### src/rtl/dmem_arbiter_if.sv
// Requester, memory and status signals of the data-memory arbiter.
// slave = arbiter side, master = requesters plus memory model side.
interface dmem_arbiter_if;
  logic        r0_req;
  logic        r0_we;
  logic        r0_byte;
  logic [15:0] r0_addr;
  logic [15:0] r0_wdata;
  logic        r0_gnt;
  logic        r0_valid;
  logic [15:0] r0_rdata;

  logic        r1_req;
  logic        r1_we;
  logic        r1_byte;
  logic [15:0] r1_addr;
  logic [15:0] r1_wdata;
  logic        r1_gnt;
  logic        r1_valid;
  logic [15:0] r1_rdata;

  logic        mem_we;
  logic        mem_re;
  logic        mem_sbyte;
  logic [15:0] mem_addr;
  logic [15:0] mem_wdata;
  logic [15:0] mem_rdata;

  logic        busy;
  logic        err;

  modport slave (
    input  r0_req, r0_we, r0_byte, r0_addr, r0_wdata,
    input  r1_req, r1_we, r1_byte, r1_addr, r1_wdata,
    input  mem_rdata,
    output r0_gnt, r0_valid, r0_rdata,
    output r1_gnt, r1_valid, r1_rdata,
    output mem_we, mem_re, mem_sbyte, mem_addr, mem_wdata,
    output busy, err
  );

  modport master (
    output r0_req, r0_we, r0_byte, r0_addr, r0_wdata,
    output r1_req, r1_we, r1_byte, r1_addr, r1_wdata,
    output mem_rdata,
    input  r0_gnt, r0_valid, r0_rdata,
    input  r1_gnt, r1_valid, r1_rdata,
    input  mem_we, mem_re, mem_sbyte, mem_addr, mem_wdata,
    input  busy, err
  );
endinterface

### src/rtl/dmem_arbiter.sv
// Two-port data-memory arbiter: port 0 priority, port 1 starvation guard.
// Optional address range check enabled by defining DMEM_RANGE_CHK_EN.
//
// state  | meaning
// IDLE   | waiting for a request; arbitrate and latch the winner
// ACCESS | one memory cycle driven from the latch; gnt to winner
// RESP   | completion pulse (valid, err) to winner
module dmem_arbiter #(
  parameter int MEM_BYTES  = 43,
  parameter int STARVE_MAX = 4
) (
  input logic           clk,
  input logic           rst,
  dmem_arbiter_if.slave bus
);

  localparam int              CNT_W      = $clog2(STARVE_MAX + 1);
  localparam logic [CNT_W-1:0] STARVE_CNT = CNT_W'(STARVE_MAX);

  typedef enum logic [1:0] {IDLE, ACCESS, RESP} state_t;

  state_t             state_q, state_d;
  logic               win_q, win_d;
  logic               we_q, we_d;
  logic               byte_q, byte_d;
  logic [15:0]        addr_q, addr_d;
  logic [15:0]        wdata_q, wdata_d;
  logic               oor_q, oor_d;
  logic [CNT_W-1:0]   cnt_q, cnt_d;
  logic [15:0]        rdata0_q, rdata0_d;
  logic [15:0]        rdata1_q, rdata1_d;

  logic               win1;
  logic               sel_we;
  logic               sel_byte;
  logic [15:0]        sel_addr;
  logic [15:0]        sel_wdata;
  logic               oor_raw;
  logic               oor_sel;
  logic [15:0]        rd_val;

  assign win1      = bus.r1_req && (!bus.r0_req || (cnt_q == STARVE_CNT));
  assign sel_we    = win1 ? bus.r1_we    : bus.r0_we;
  assign sel_byte  = win1 ? bus.r1_byte  : bus.r0_byte;
  assign sel_addr  = win1 ? bus.r1_addr  : bus.r0_addr;
  assign sel_wdata = win1 ? bus.r1_wdata : bus.r0_wdata;

  // a word touches addr and addr+1, so its last legal start is one lower
  assign oor_raw = sel_byte ? (sel_addr > 16'(MEM_BYTES - 1))
                            : (sel_addr > 16'(MEM_BYTES - 2));

`ifdef DMEM_RANGE_CHK_EN
  assign oor_sel = oor_raw;
`else
  logic unused_oor;
  assign unused_oor = oor_raw;
  assign oor_sel    = 1'b0;
`endif

  assign rd_val = oor_q  ? 16'h0000 :
                  byte_q ? {8'h00, bus.mem_rdata[7:0]} : bus.mem_rdata;

  always_ff @(posedge clk or negedge rst) begin
    if (!rst) begin
      state_q  <= IDLE;
      win_q    <= 1'b0;
      we_q     <= 1'b0;
      byte_q   <= 1'b0;
      addr_q   <= '0;
      wdata_q  <= '0;
      oor_q    <= 1'b0;
      cnt_q    <= '0;
      rdata0_q <= '0;
      rdata1_q <= '0;
    end else begin
      state_q  <= state_d;
      win_q    <= win_d;
      we_q     <= we_d;
      byte_q   <= byte_d;
      addr_q   <= addr_d;
      wdata_q  <= wdata_d;
      oor_q    <= oor_d;
      cnt_q    <= cnt_d;
      rdata0_q <= rdata0_d;
      rdata1_q <= rdata1_d;
    end
  end

  always_comb begin
    state_d  = state_q;
    win_d    = win_q;
    we_d     = we_q;
    byte_d   = byte_q;
    addr_d   = addr_q;
    wdata_d  = wdata_q;
    oor_d    = oor_q;
    cnt_d    = cnt_q;
    rdata0_d = rdata0_q;
    rdata1_d = rdata1_q;

    case (state_q)
      IDLE: begin
        if (!bus.r1_req) cnt_d = '0;
        if (bus.r0_req || bus.r1_req) begin
          state_d = ACCESS;
          win_d   = win1;
          we_d    = sel_we;
          byte_d  = sel_byte;
          addr_d  = sel_addr;
          wdata_d = sel_wdata;
          oor_d   = oor_sel;
          if (win1)
            cnt_d = '0;
          else if (bus.r1_req && (cnt_q != STARVE_CNT))
            cnt_d = cnt_q + CNT_W'(1);
        end
      end
      ACCESS: begin
        state_d = RESP;
        // writes leave rdata alone unless the request was rejected
        if (!we_q || oor_q) begin
          if (win_q) rdata1_d = rd_val;
          else       rdata0_d = rd_val;
        end
      end
      RESP:    state_d = IDLE;
      default: state_d = IDLE;
    endcase
  end

  assign bus.busy      = (state_q != IDLE);
  assign bus.mem_we    = (state_q == ACCESS) &&  we_q && !oor_q;
  assign bus.mem_re    = (state_q == ACCESS) && !we_q && !oor_q;
  assign bus.mem_sbyte = byte_q;
  assign bus.mem_addr  = addr_q;
  assign bus.mem_wdata = wdata_q;

  assign bus.r0_gnt    = (state_q == ACCESS) && !win_q;
  assign bus.r1_gnt    = (state_q == ACCESS) &&  win_q;
  assign bus.r0_valid  = (state_q == RESP)   && !win_q;
  assign bus.r1_valid  = (state_q == RESP)   &&  win_q;
  assign bus.r0_rdata  = rdata0_q;
  assign bus.r1_rdata  = rdata1_q;
  assign bus.err       = (state_q == RESP)   &&  oor_q;

endmodule

### src/flat_wrapper.sv
// flat-port wrapper written by rule: the top's interface ports become plain ports
module dmem_arbiter_flat 
#(
  parameter int MEM_BYTES  = 43,
  parameter int STARVE_MAX = 4
)
  (clk, rst, bus_r0_req, bus_r0_we, bus_r0_byte, bus_r0_addr, bus_r0_wdata, bus_r1_req, bus_r1_we, bus_r1_byte, bus_r1_addr, bus_r1_wdata, bus_mem_rdata, bus_r0_gnt, bus_r0_valid, bus_r0_rdata, bus_r1_gnt, bus_r1_valid, bus_r1_rdata, bus_mem_we, bus_mem_re, bus_mem_sbyte, bus_mem_addr, bus_mem_wdata, bus_busy, bus_err);
  dmem_arbiter_if bus_i ();
  input logic clk;
  input logic rst;
  input wire logic [$bits(bus_i.r0_req)-1:0] bus_r0_req;
  input wire logic [$bits(bus_i.r0_we)-1:0] bus_r0_we;
  input wire logic [$bits(bus_i.r0_byte)-1:0] bus_r0_byte;
  input wire logic [$bits(bus_i.r0_addr)-1:0] bus_r0_addr;
  input wire logic [$bits(bus_i.r0_wdata)-1:0] bus_r0_wdata;
  input wire logic [$bits(bus_i.r1_req)-1:0] bus_r1_req;
  input wire logic [$bits(bus_i.r1_we)-1:0] bus_r1_we;
  input wire logic [$bits(bus_i.r1_byte)-1:0] bus_r1_byte;
  input wire logic [$bits(bus_i.r1_addr)-1:0] bus_r1_addr;
  input wire logic [$bits(bus_i.r1_wdata)-1:0] bus_r1_wdata;
  input wire logic [$bits(bus_i.mem_rdata)-1:0] bus_mem_rdata;
  output wire logic [$bits(bus_i.r0_gnt)-1:0] bus_r0_gnt;
  output wire logic [$bits(bus_i.r0_valid)-1:0] bus_r0_valid;
  output wire logic [$bits(bus_i.r0_rdata)-1:0] bus_r0_rdata;
  output wire logic [$bits(bus_i.r1_gnt)-1:0] bus_r1_gnt;
  output wire logic [$bits(bus_i.r1_valid)-1:0] bus_r1_valid;
  output wire logic [$bits(bus_i.r1_rdata)-1:0] bus_r1_rdata;
  output wire logic [$bits(bus_i.mem_we)-1:0] bus_mem_we;
  output wire logic [$bits(bus_i.mem_re)-1:0] bus_mem_re;
  output wire logic [$bits(bus_i.mem_sbyte)-1:0] bus_mem_sbyte;
  output wire logic [$bits(bus_i.mem_addr)-1:0] bus_mem_addr;
  output wire logic [$bits(bus_i.mem_wdata)-1:0] bus_mem_wdata;
  output wire logic [$bits(bus_i.busy)-1:0] bus_busy;
  output wire logic [$bits(bus_i.err)-1:0] bus_err;
  assign bus_i.r0_req = bus_r0_req;
  assign bus_i.r0_we = bus_r0_we;
  assign bus_i.r0_byte = bus_r0_byte;
  assign bus_i.r0_addr = bus_r0_addr;
  assign bus_i.r0_wdata = bus_r0_wdata;
  assign bus_i.r1_req = bus_r1_req;
  assign bus_i.r1_we = bus_r1_we;
  assign bus_i.r1_byte = bus_r1_byte;
  assign bus_i.r1_addr = bus_r1_addr;
  assign bus_i.r1_wdata = bus_r1_wdata;
  assign bus_i.mem_rdata = bus_mem_rdata;
  assign bus_r0_gnt = bus_i.r0_gnt;
  assign bus_r0_valid = bus_i.r0_valid;
  assign bus_r0_rdata = bus_i.r0_rdata;
  assign bus_r1_gnt = bus_i.r1_gnt;
  assign bus_r1_valid = bus_i.r1_valid;
  assign bus_r1_rdata = bus_i.r1_rdata;
  assign bus_mem_we = bus_i.mem_we;
  assign bus_mem_re = bus_i.mem_re;
  assign bus_mem_sbyte = bus_i.mem_sbyte;
  assign bus_mem_addr = bus_i.mem_addr;
  assign bus_mem_wdata = bus_i.mem_wdata;
  assign bus_busy = bus_i.busy;
  assign bus_err = bus_i.err;
  dmem_arbiter #(.MEM_BYTES(MEM_BYTES), .STARVE_MAX(STARVE_MAX)) u_core (.clk(clk), .rst(rst), .bus(bus_i));
endmodule
### config.mk
export PLATFORM = sky130hd
export DESIGN_NAME = dmem_arbiter_flat
export DESIGN_NICKNAME = d
export VERILOG_FILES = /design/src/rtl/dmem_arbiter_if.sv /design/src/rtl/dmem_arbiter.sv /design/src/flat_wrapper.sv
export SDC_FILE = /design/constraint.sdc
export NUM_CORES = 1
export LEC_CHECK = 0
export BUFFER_PORTS_ARGS = -buffer_cell sky130_fd_sc_hd__buf_2
export CAP_MARGIN = 25
export CORE_MARGIN = 2
export CORE_UTILIZATION = 45
export DETAILED_ROUTE_END_ITERATION = 10
export PLACE_DENSITY_LB_ADDON = 0.2
export SLEW_MARGIN = 20
export SYNTH_ARGS = -nofsm -noshare
export SYNTH_HDL_FRONTEND = slang
export SYNTH_SLANG_ARGS = --single-unit
### constraint.sdc
create_clock -name clk -period 2.16 [get_ports clk]
set_clock_uncertainty 0.1 [all_clocks]
set_input_delay 0.108 -clock clk [delete_from_list [all_inputs] [get_ports clk]]
set_output_delay 0.108 -clock clk [all_outputs]
set_load 0.01 [all_outputs]
==> flow_summary.ini, run 1 <==
[power]
switching_share = 0.360
p_int_mw = 4.15
switchingPower_mw = 2.33
powerDensity_mw_per_mm2 = 1270
p_clk_frac = 0.194
power_mw = 6.49
power_frac_comb = 0.440
seqPwrFrac = 0.367
p_leak_nw = 2.54
ir_drop_uv = 635

[global_routing]
first_global_vias = 3032
antenna_found_initial = 0
grt_overflow = 0
grt_max_degree = 43
grt_pass1_wl_um = 15000
track_usage = 0.256

[cells_and_area]
finish.utilization = 0.751
synthToLayoutAreaGrowth_pct = 62.1
final_cell_mix = buf_2, dlygate4sd3_1, dfrtp_1
layout_commonest_cell = buf_2
stdcell_count = 596
stdcell_area_mm2 = 0.00510
nets = 585
diodes = 0
final_layout_size_suffix_gt1_frac = 0.404

[placement]
placed_area_mm2 = 0.00401
dp.cells = 494
gp_congestion = 0.767
place_hpwl_um = 5450
port_buffers = 159
pre_cts_ws_ns = 0.290

[setup_path]
cp-end-kind = flip-flop
cp_num_buf_inv = 2
crit_chain = inv_1 -> ha_1 -> nand2_1 -> o211a_1 -> buf_4 -> a221o_1
cp.required_ns = 2.27
critPathArrivalTime_ns = 2.01
slowest_delay_ns = 0.42
crit_family = compound AO/OA/AOI/OAI gates
start_kind = flip-flop
path_class = flip-flop to flip-flop
crit_slowest_cell = a221o_1
worstPathMaxFanout = 34

[sta]
final.min_clock_period_ns = 1.90
fin_tns_setup_ns = 0
finalSetupViolCount = 0
hold_slack_ns = 0.00954
hold_violations = 0
slew_viol_final = 0
max_slew_margin = 0.609
finalCritPeriodShare = 0.878
rsz0062_at_grt = false
worstMarginPinSlew_ns = 0.587
setup_ws_ns = 0.264
max_freq_mhz = 527

[synth]
synth.cell_area_mm2 = 0.00315
synth_top_cell_area_share = 0.573
avgSynthCellArea_um2 = 12.4
yosysWarningCount = 0
synthCells = 253
synth_top_cell_by_area = dfrtp_1
synth-seq-cells = 72
syn_nets = 343
synthTopCellsByArea = dfrtp_1, a221o_1, a21boi_0
ys_types = 31
yosysSeqAreaShare = 0.573

[floorplan]
die_h_um = 87.6
die_x_um = 87.6
io_pins = 161
dieArea_mm2 = 0.00768
initial_core_util = 0.463
coreArea_mm2 = 0.00679
num_rows = 30

[clocking]
cts_resized = 0
cts_tree = done
clk_latency_ns = 0.34
clockBufferDepth = 2
cts_root_buf = clkbuf_8
cts_buffers = 9
path_clk_slew_ns = 0.08
cts_num_sinks = 72
htreeDepth = 3

[routing]
drtIter0Drc = 127
route.detailed.drc = 0
postRouteAntennaNets = 0
wl_per_cell_um = 16.4
dr.pass1.iters = 4
via_count = 3081
wl_um = 9790
avgViaCountPerCell = 5.17

[flow_run]
drv_cap = 0

[status]
status = complete, no violations

[hold_path]
hold_class = primary input to flip-flop
-- registers in the layout (all words and copies together), names as in the netlist --
name / flops
u_core.bus.r0_rdata: 16
u_core.bus.r1_rdata: 16
u_core.bus.mem_sbyte: 1
u_core.state_q: 2
u_core.bus.mem_wdata: 16
u_core.we_q: 1
u_core.cnt_q: 3
u_core.win_q: 1
u_core.bus.mem_addr: 16
-- power groups by stage --
stage,clock network [mW],logic (mW),registers [mW]
after floorplan,0,1.41,2.60
after global placement,0,2.61,2.37
after detailed placement,0,2.68,2.36
after CTS,1.29,2.79,2.36
after global routing,1.34,3.11,2.44
final,1.26,2.85,2.38
-- Yosys cell counts --
cell type / count
inv_1: 5
buf_2: 5
o211a_1: 1
o22ai_1: 1
conb_1: 1
and3b_1: 1
buf_4: 1
and2_1: 2
or4b_1: 1
or2_2: 1
nor3b_1: 1
mux2_4: 4
a221o_1: 34
buf_8: 1
nor2_1: 3
nand2b_1: 11
nand4bb_1: 1
mux2_2: 12
nand4_1: 2
dfrtp_1: 72
buf_6: 4
nand2_1: 20
a21boi_0: 34
clkbuf_2: 1
o21ai_0: 18
inv_2: 1
ha_1: 2
clkbuf_1: 10
a21o_1: 1
a32o_1: 1
a211oi_4: 1
-- worst reg2reg max path, delay by kind of cell (launching register included) --
kind            cells  cell delay, ns
fa+ha+maj           1            0.15
compound gates      2            0.67
simple gates        1            0.14
buf+inv             2            0.31
flops               1            0.41
-- final timing paths --
check                                                     from                                   to  slack (ns)  cells after the start
hold / removal                                      bus_r0_req          u_core.cnt_q[0]$_DFFE_PN0P_        0.01                      3
setup reg to reg                   u_core.cnt_q[0]$_DFFE_PN0P_   u_core.bus.mem_addr[8]$_DFFE_PN0P_        0.26                      6
min in group asynchronous                                  rst   u_core.bus.r0_rdata[0]$_DFFE_PN0P_        0.14                      2
hold reg to reg            u_core.bus.r1_rdata[15]$_DFFE_PN0P_  u_core.bus.r1_rdata[15]$_DFFE_PN0P_        0.38                      2
max in group asynchronous                                  rst   u_core.bus.mem_addr[3]$_DFFE_PN0P_        1.26                      3
setup / recovery                   u_core.cnt_q[0]$_DFFE_PN0P_   u_core.bus.mem_addr[8]$_DFFE_PN0P_        0.26                      6
-- cells by family (layout without fill, tap and decap cells) --
group,after synthesis,after routing,synth area share
compound gates,91,91,0.235
fa+ha+maj,2,2,0.00795
buf+inv,28,275,0.0501
flops,72,72,0.573
mux,16,16,0.0620
other cells,1,1,0.00119
simple gates,43,43,0.0712
-- area by class of cell --
type | count | area, µm²
multi-input cells | 153 | 1190
fillers | 445 | 1690
clock inverters | 6 | 108
clock buffers | 10 | 128
well taps | 96 | 120
inverters | 6 | 22.5
repair buffers | 253 | 1730
flip-flops and latches | 72 | 1800
-- metal layers --
layer / GRT usage / vias to the layer above / routed length (µm)
li1: - / 1416 / -
met1: 0.335 / 1463 / 4170
met2: 0.404 / 178 / 4530
met3: 0.0660 / 24 / 840
met4: 0.115 / 0 / 259
met5: 0 / - / 0
-- timing repair --
action	CTS	global route
hold endpoints to repair	141	0
hold buffers	86	0
buffers inserted	0	0
No activity file was read; power rests on OpenSTA's default activity.
==> run 2: changes to the inputs <==
--- a/config.mk
+++ b/config.mk
@@ -12,3 +12,3 @@
 export DETAILED_ROUTE_END_ITERATION = 10
-export PLACE_DENSITY_LB_ADDON = 0.2
+export PLACE_DENSITY = 0.89
 export SLEW_MARGIN = 20
--- a/constraint.sdc
+++ b/constraint.sdc
@@ -4,2 +4,2 @@
 set_output_delay 0.108 -clock clk [all_outputs]
-set_load 0.01 [all_outputs]
+set_load 0.05 [all_outputs]
==> run 2 against run 1 <==
Setup slack better by 0.074 ns. Hold slack gained 0.026 ns. Critical path depth unchanged. Maximum frequency is 4.0% higher. Utilization decreased by 0.96 points. Power rose by 26%. Critical endpoint is now u_core.bus.mem_addr[13]$_DFFE_PN0P_. Largest cell class unchanged.
==> flow_summary.ini, run 2 (same netlist as run 1, synthesis figures left out) <==
[sta]
max_slew_margin = 0.391
fin_tns_setup_ns = 0
rsz0062_at_grt = false
finalCritPeriodShare = 0.844
max_freq_mhz = 549
slew_viol_final = 0
worstMarginPinSlew_ns = 0.914
finalSetupViolCount = 0
final.min_clock_period_ns = 1.82
hold_violations = 0
hold_slack_ns = 0.0351

[floorplan]
io_pins = 161
die_h_um = 87.6
die_x_um = 87.6
num_rows = 30
coreArea_mm2 = 0.00679
initial_core_util = 0.463
dieArea_mm2 = 0.00768

[setup_path]
critPathArrivalTime_ns = 1.93
slowest_delay_ns = 0.40
start_kind = flip-flop
crit_family = compound AO/OA/AOI/OAI gates
crit_slowest_cell = dfrtp_1
cp.required_ns = 2.27
cp_num_buf_inv = 2
worstPathMaxFanout = 22
cp-end-kind = flip-flop
crit_chain = inv_1 -> ha_1 -> nand2_1 -> o211a_1 -> buf_4 -> a221o_1
path_class = flip-flop to flip-flop

[cells_and_area]
final_cell_mix = buf_2, dlygate4sd3_1, dfrtp_1
diodes = 0
multi_input_area_mm2 = 0.00119
nets = 585
fillers = 418
finish.utilization = 0.741
final_layout_size_suffix_gt1_frac = 0.406
synthToLayoutAreaGrowth_pct = 60.0
layout_commonest_cell = buf_2
ff_latch_area_mm2 = 0.00180

[routing]
via_count = 3130
avgViaCountPerCell = 5.25
dr.pass1.iters = 4
route.detailed.drc = 0
drtIter0Drc = 114
postRouteAntennaNets = 0
wl_um = 10100
wl_per_cell_um = 17.0

[global_routing]
antenna_found_initial = 0
grt_max_degree = 73
grt_pass1_wl_um = 15600
first_global_vias = 3211
grt_overflow = 0
track_usage = 0.263

[power]
powerDensity_mw_per_mm2 = 1620
ir_drop_uv = 1100
p_leak_nw = 2.51

[clocking]
cts_root_buf = clkbuf_8
cts_tree = done
htreeDepth = 3
cts_buffers = 9
hold_buffers = 86
clockBufferDepth = 2
clk_latency_ns = 0.33
cts_resized = 0
path_clk_slew_ns = 0.07
cts_num_sinks = 72
postCtsSetupBuffers = 0

[placement]
port_buffers = 159
place_hpwl_um = 5640
gp_congestion = 0.750

[status]
status = complete, no violations

[flow_run]
drv_cap = 0

[hold_path]
hold_class = primary input to flip-flop
==> run 2: worst paths after layout <==
path / start / to / slack (ns) / cells after the start
hold / removal: bus_r0_req / u_core.cnt_q[0]$_DFFE_PN0P_ / 0.04 / 3
setup reg to reg: u_core.cnt_q[0]$_DFFE_PN0P_ / u_core.bus.mem_addr[13]$_DFFE_PN0P_ / 0.34 / 6
hold reg to reg: u_core.bus.r1_rdata[15]$_DFFE_PN0P_ / u_core.bus.r1_rdata[15]$_DFFE_PN0P_ / 0.38 / 2
max in group asynchronous: rst / u_core.cnt_q[0]$_DFFE_PN0P_ / 1.00 / 2
min in group asynchronous: rst / u_core.bus.r1_rdata[3]$_DFFE_PN0P_ / 0.32 / 2
setup / recovery: u_core.cnt_q[0]$_DFFE_PN0P_ / u_core.bus.mem_addr[13]$_DFFE_PN0P_ / 0.34 / 6
==> run 2: report_power, final <==
part / leakage, nW / total, mW / switching [mW] / internal [mW]
clock: 0.0951 / 0.963 / 0.487 / 0.476
sequential: 0.888 / 2.38 / 0.397 / 1.98
combinational: 1.53 / 4.82 / 3.40 / 1.42
total: 2.51 / 8.16 / 4.28 / 3.88
==> run 2: area by class of cell <==
type,count,area share
clock buffer,11,0.0301
clock inverter,5,0.00621
inverter,6,0.00447
multi-input combinational,153,0.236
sequential,72,0.358
tap,96,0.0239
timing repair buffer,253,0.341
==> run 2: tightest hold or removal path, delay by kind of cell <==
family / cells / cell delay, ns
AND/OR/NAND/NOR: 1 / 0.09
AO/OA/AOI/OAI: 1 / 0.07
buffers and inverters: 1 / 0.15
==> run 2: through the flow <==
step / cells / worst slack (ns) / total power [mW] / instance area, µm²
floorplan: 253 / 0.375 / 5.94 / 3150
global placement: 494 / 0.405 / 6.91 / 3990
detailed placement: 494 / 0.351 / 7.02 / 3990
CTS: 596 / 0.343 / 8.11 / 5040
global route: 596 / 0.225 / 8.56 / 5040
finish: 596 / 0.338 / 8.16 / 5040
==> run 2: layer usage <==
layer  GRT usage  wire, µm
met1       0.325      4080
met2       0.438      4970
met3      0.0631       846
met4       0.116       218
met5           0         0
==> run 3: changes to the inputs <==
- CORE_UTILIZATION: 45 -> 41
- PLACE_DENSITY: 0.89 -> 0.86
- clock period: 2.16 -> 1.5 ns (I/O delays scaled with it)
==> run 3 against run 2 <==
The flow now finishes with violations (negative setup slack). Count of clock-buffer cells in the layout is the same. Cell count grew 5.4%. First-iteration DRC count shrank 11%. Sequential power grew 45%. Final area grew 12%. Utilization grew 2.7 points. Global-route usage grew 0.79 points.
==> flow_summary.ini, run 3 (same netlist as run 1, synthesis figures left out) <==
[setup_path]
crit_slowest_cell = dfrtp_1
path_class = flip-flop to flip-flop
reg2regPathDepth = 6
critPathArrivalTime_ns = 1.80
cp.required_ns = 1.62
cp-end-kind = flip-flop
crit_chain = inv_1 -> ha_2 -> nand2_4 -> o211a_4 -> buf_12 -> a221o_1
start_kind = flip-flop
slowest_delay_ns = 0.38
cp_num_buf_inv = 2
cp.depth = 6
worstPathMaxFanout = 21
crit_family = compound AO/OA/AOI/OAI gates

[global_routing]
grt_overflow = 0
first_global_vias = 3510
track_usage = 0.271
grt_max_degree = 45
grt_pass1_wl_um = 17600
antenna_found_initial = 0

[sta]
max_freq_mhz = 594
rsz0062_at_grt = true
finalSetupViolCount = 65
worstMarginPinSlew_ns = 0.609
finalCritPeriodShare = 1.12
max_slew_margin = 0.594
slew_viol_final = 0
final.min_clock_period_ns = 1.68
hold_violations = 0
setup_ws_ns = -0.184
hold_slack_ns = 0.0944
fin_tns_setup_ns = -7.94

[clocking]
cts_tree = done
htreeDepth = 3
clockBufferDepth = 2
cts_root_buf = clkbuf_8
clk_latency_ns = 0.34
cts_num_sinks = 72
cts_buffers = 9
path_clk_slew_ns = 0.08

[status]
violations = negative setup slack
status = complete, but fails checks

[routing]
wl_um = 11600
wl_per_cell_um = 18.5
postRouteAntennaNets = 0
route.detailed.drc = 0
via_count = 3330
drtIter0Drc = 102
dr.pass1.iters = 5
avgViaCountPerCell = 5.30

[cells_and_area]
fillers = 435
final_layout_size_suffix_gt1_frac = 0.479
layout_commonest_cell = buf_2
nets = 613
synthToLayoutAreaGrowth_pct = 79.0
final_cell_mix = buf_2, dlygate4sd3_1, dfrtp_1

[placement]
place_hpwl_um = 6050
pre_cts_ws_ns = -0.211
port_buffers = 159
gp_congestion = 0.738

[floorplan]
die_h_um = 91.6
coreArea_mm2 = 0.00733
dieArea_mm2 = 0.00839
initial_core_util = 0.429
io_pins = 161
num_rows = 31
die_x_um = 91.6

[power]
p_leak_nw = 2.75
powerDensity_mw_per_mm2 = 2340
ir_drop_uv = 1250

[flow_run]
drv_cap = 0

[hold_path]
hold_class = primary input to asynchronous set/reset pin
-- run 3: cell types whose count changed in the layout (fill, tap and decap cells not counted), moves of 3 or more --
cell / delta
nand2_1: -8
buf_12: +3
buf_6: +12
buf_8: +13
o21ai_2: +5
nand2_4: +4
o21ai_0: -9
nand2_2: +4
o21ai_1: +4
buf_2: -6
nor2_4: +3
-- run 3: cell type report --
class                      instances  area (µm²)  share of cell area
timing repair buffer             281        2160               0.384
sequential                        72        1800               0.320
multi-input combinational        153        1320               0.234
clock buffer                      11         141              0.0251
tap                               99         124              0.0220
clock inverter                     5        56.3              0.0100
inverter                           6        25.0             0.00444
antenna                            1        2.50            0.000444
-- run 3: stage by stage --
| step | power, mW | utilization | cells | cell area [µm²] |
|---|---|---|---|---|
| after floorplan | 8.63 | - | 253 | 3180 |
| after global placement | 10.2 | 0.564 | 512 | 4140 |
| after detailed placement | 10.4 | 0.564 | 512 | 4140 |
| after CTS | 12.6 | 0.739 | 623 | 5420 |
| after global routing | 13.8 | 0.768 | 627 | 5630 |
| final | 13.2 | 0.768 | 628 | 5630 |
-- run 3: per-layer routing --
layer	wire, µm	up-vias	global-route usage
li1	-	1483	-
met1	4350	1616	0.313
met2	6050	201	0.479
met3	885	30	0.0589
met4	323	0	0.119
met5	0	-	0
-- run 3: worst paths after layout --
path / start / end / slack, ns
max: u_core.cnt_q[0]$_DFFE_PN0P_ / u_core.bus.mem_wdata[4]$_DFFE_PN0P_ / -0.18
min reg2reg: u_core.bus.r1_rdata[11]$_DFFE_PN0P_ / u_core.bus.r1_rdata[11]$_DFFE_PN0P_ / 0.38
max reg2reg: u_core.cnt_q[0]$_DFFE_PN0P_ / u_core.bus.mem_wdata[4]$_DFFE_PN0P_ / -0.18
max in group asynchronous: rst / u_core.bus.mem_wdata[4]$_DFFE_PN0P_ / 0.63
min in group clk: bus_r0_req / u_core.win_q$_DFFE_PN0P_ / 0.31
min: rst / u_core.bus.r1_rdata[1]$_DFFE_PN0P_ / 0.09
-- run 3: repair_timing --
action / 4_1_cts / 5_1_grt
cloned: 4 / 2
buffers inserted: 3 / 3
hold endpoints to repair: 141 / 0
setup endpoints to repair: 65 / 60
hold buffers: 88 / 0
gates resized for setup: 42 / 44
pin swaps: 4 / 9
-- run 3: where the power goes --
part | switching, mW | internal (mW)
clock | 0.745 | 0.812
combinational | 5.33 | 2.88
sequential | 0.579 | 2.86
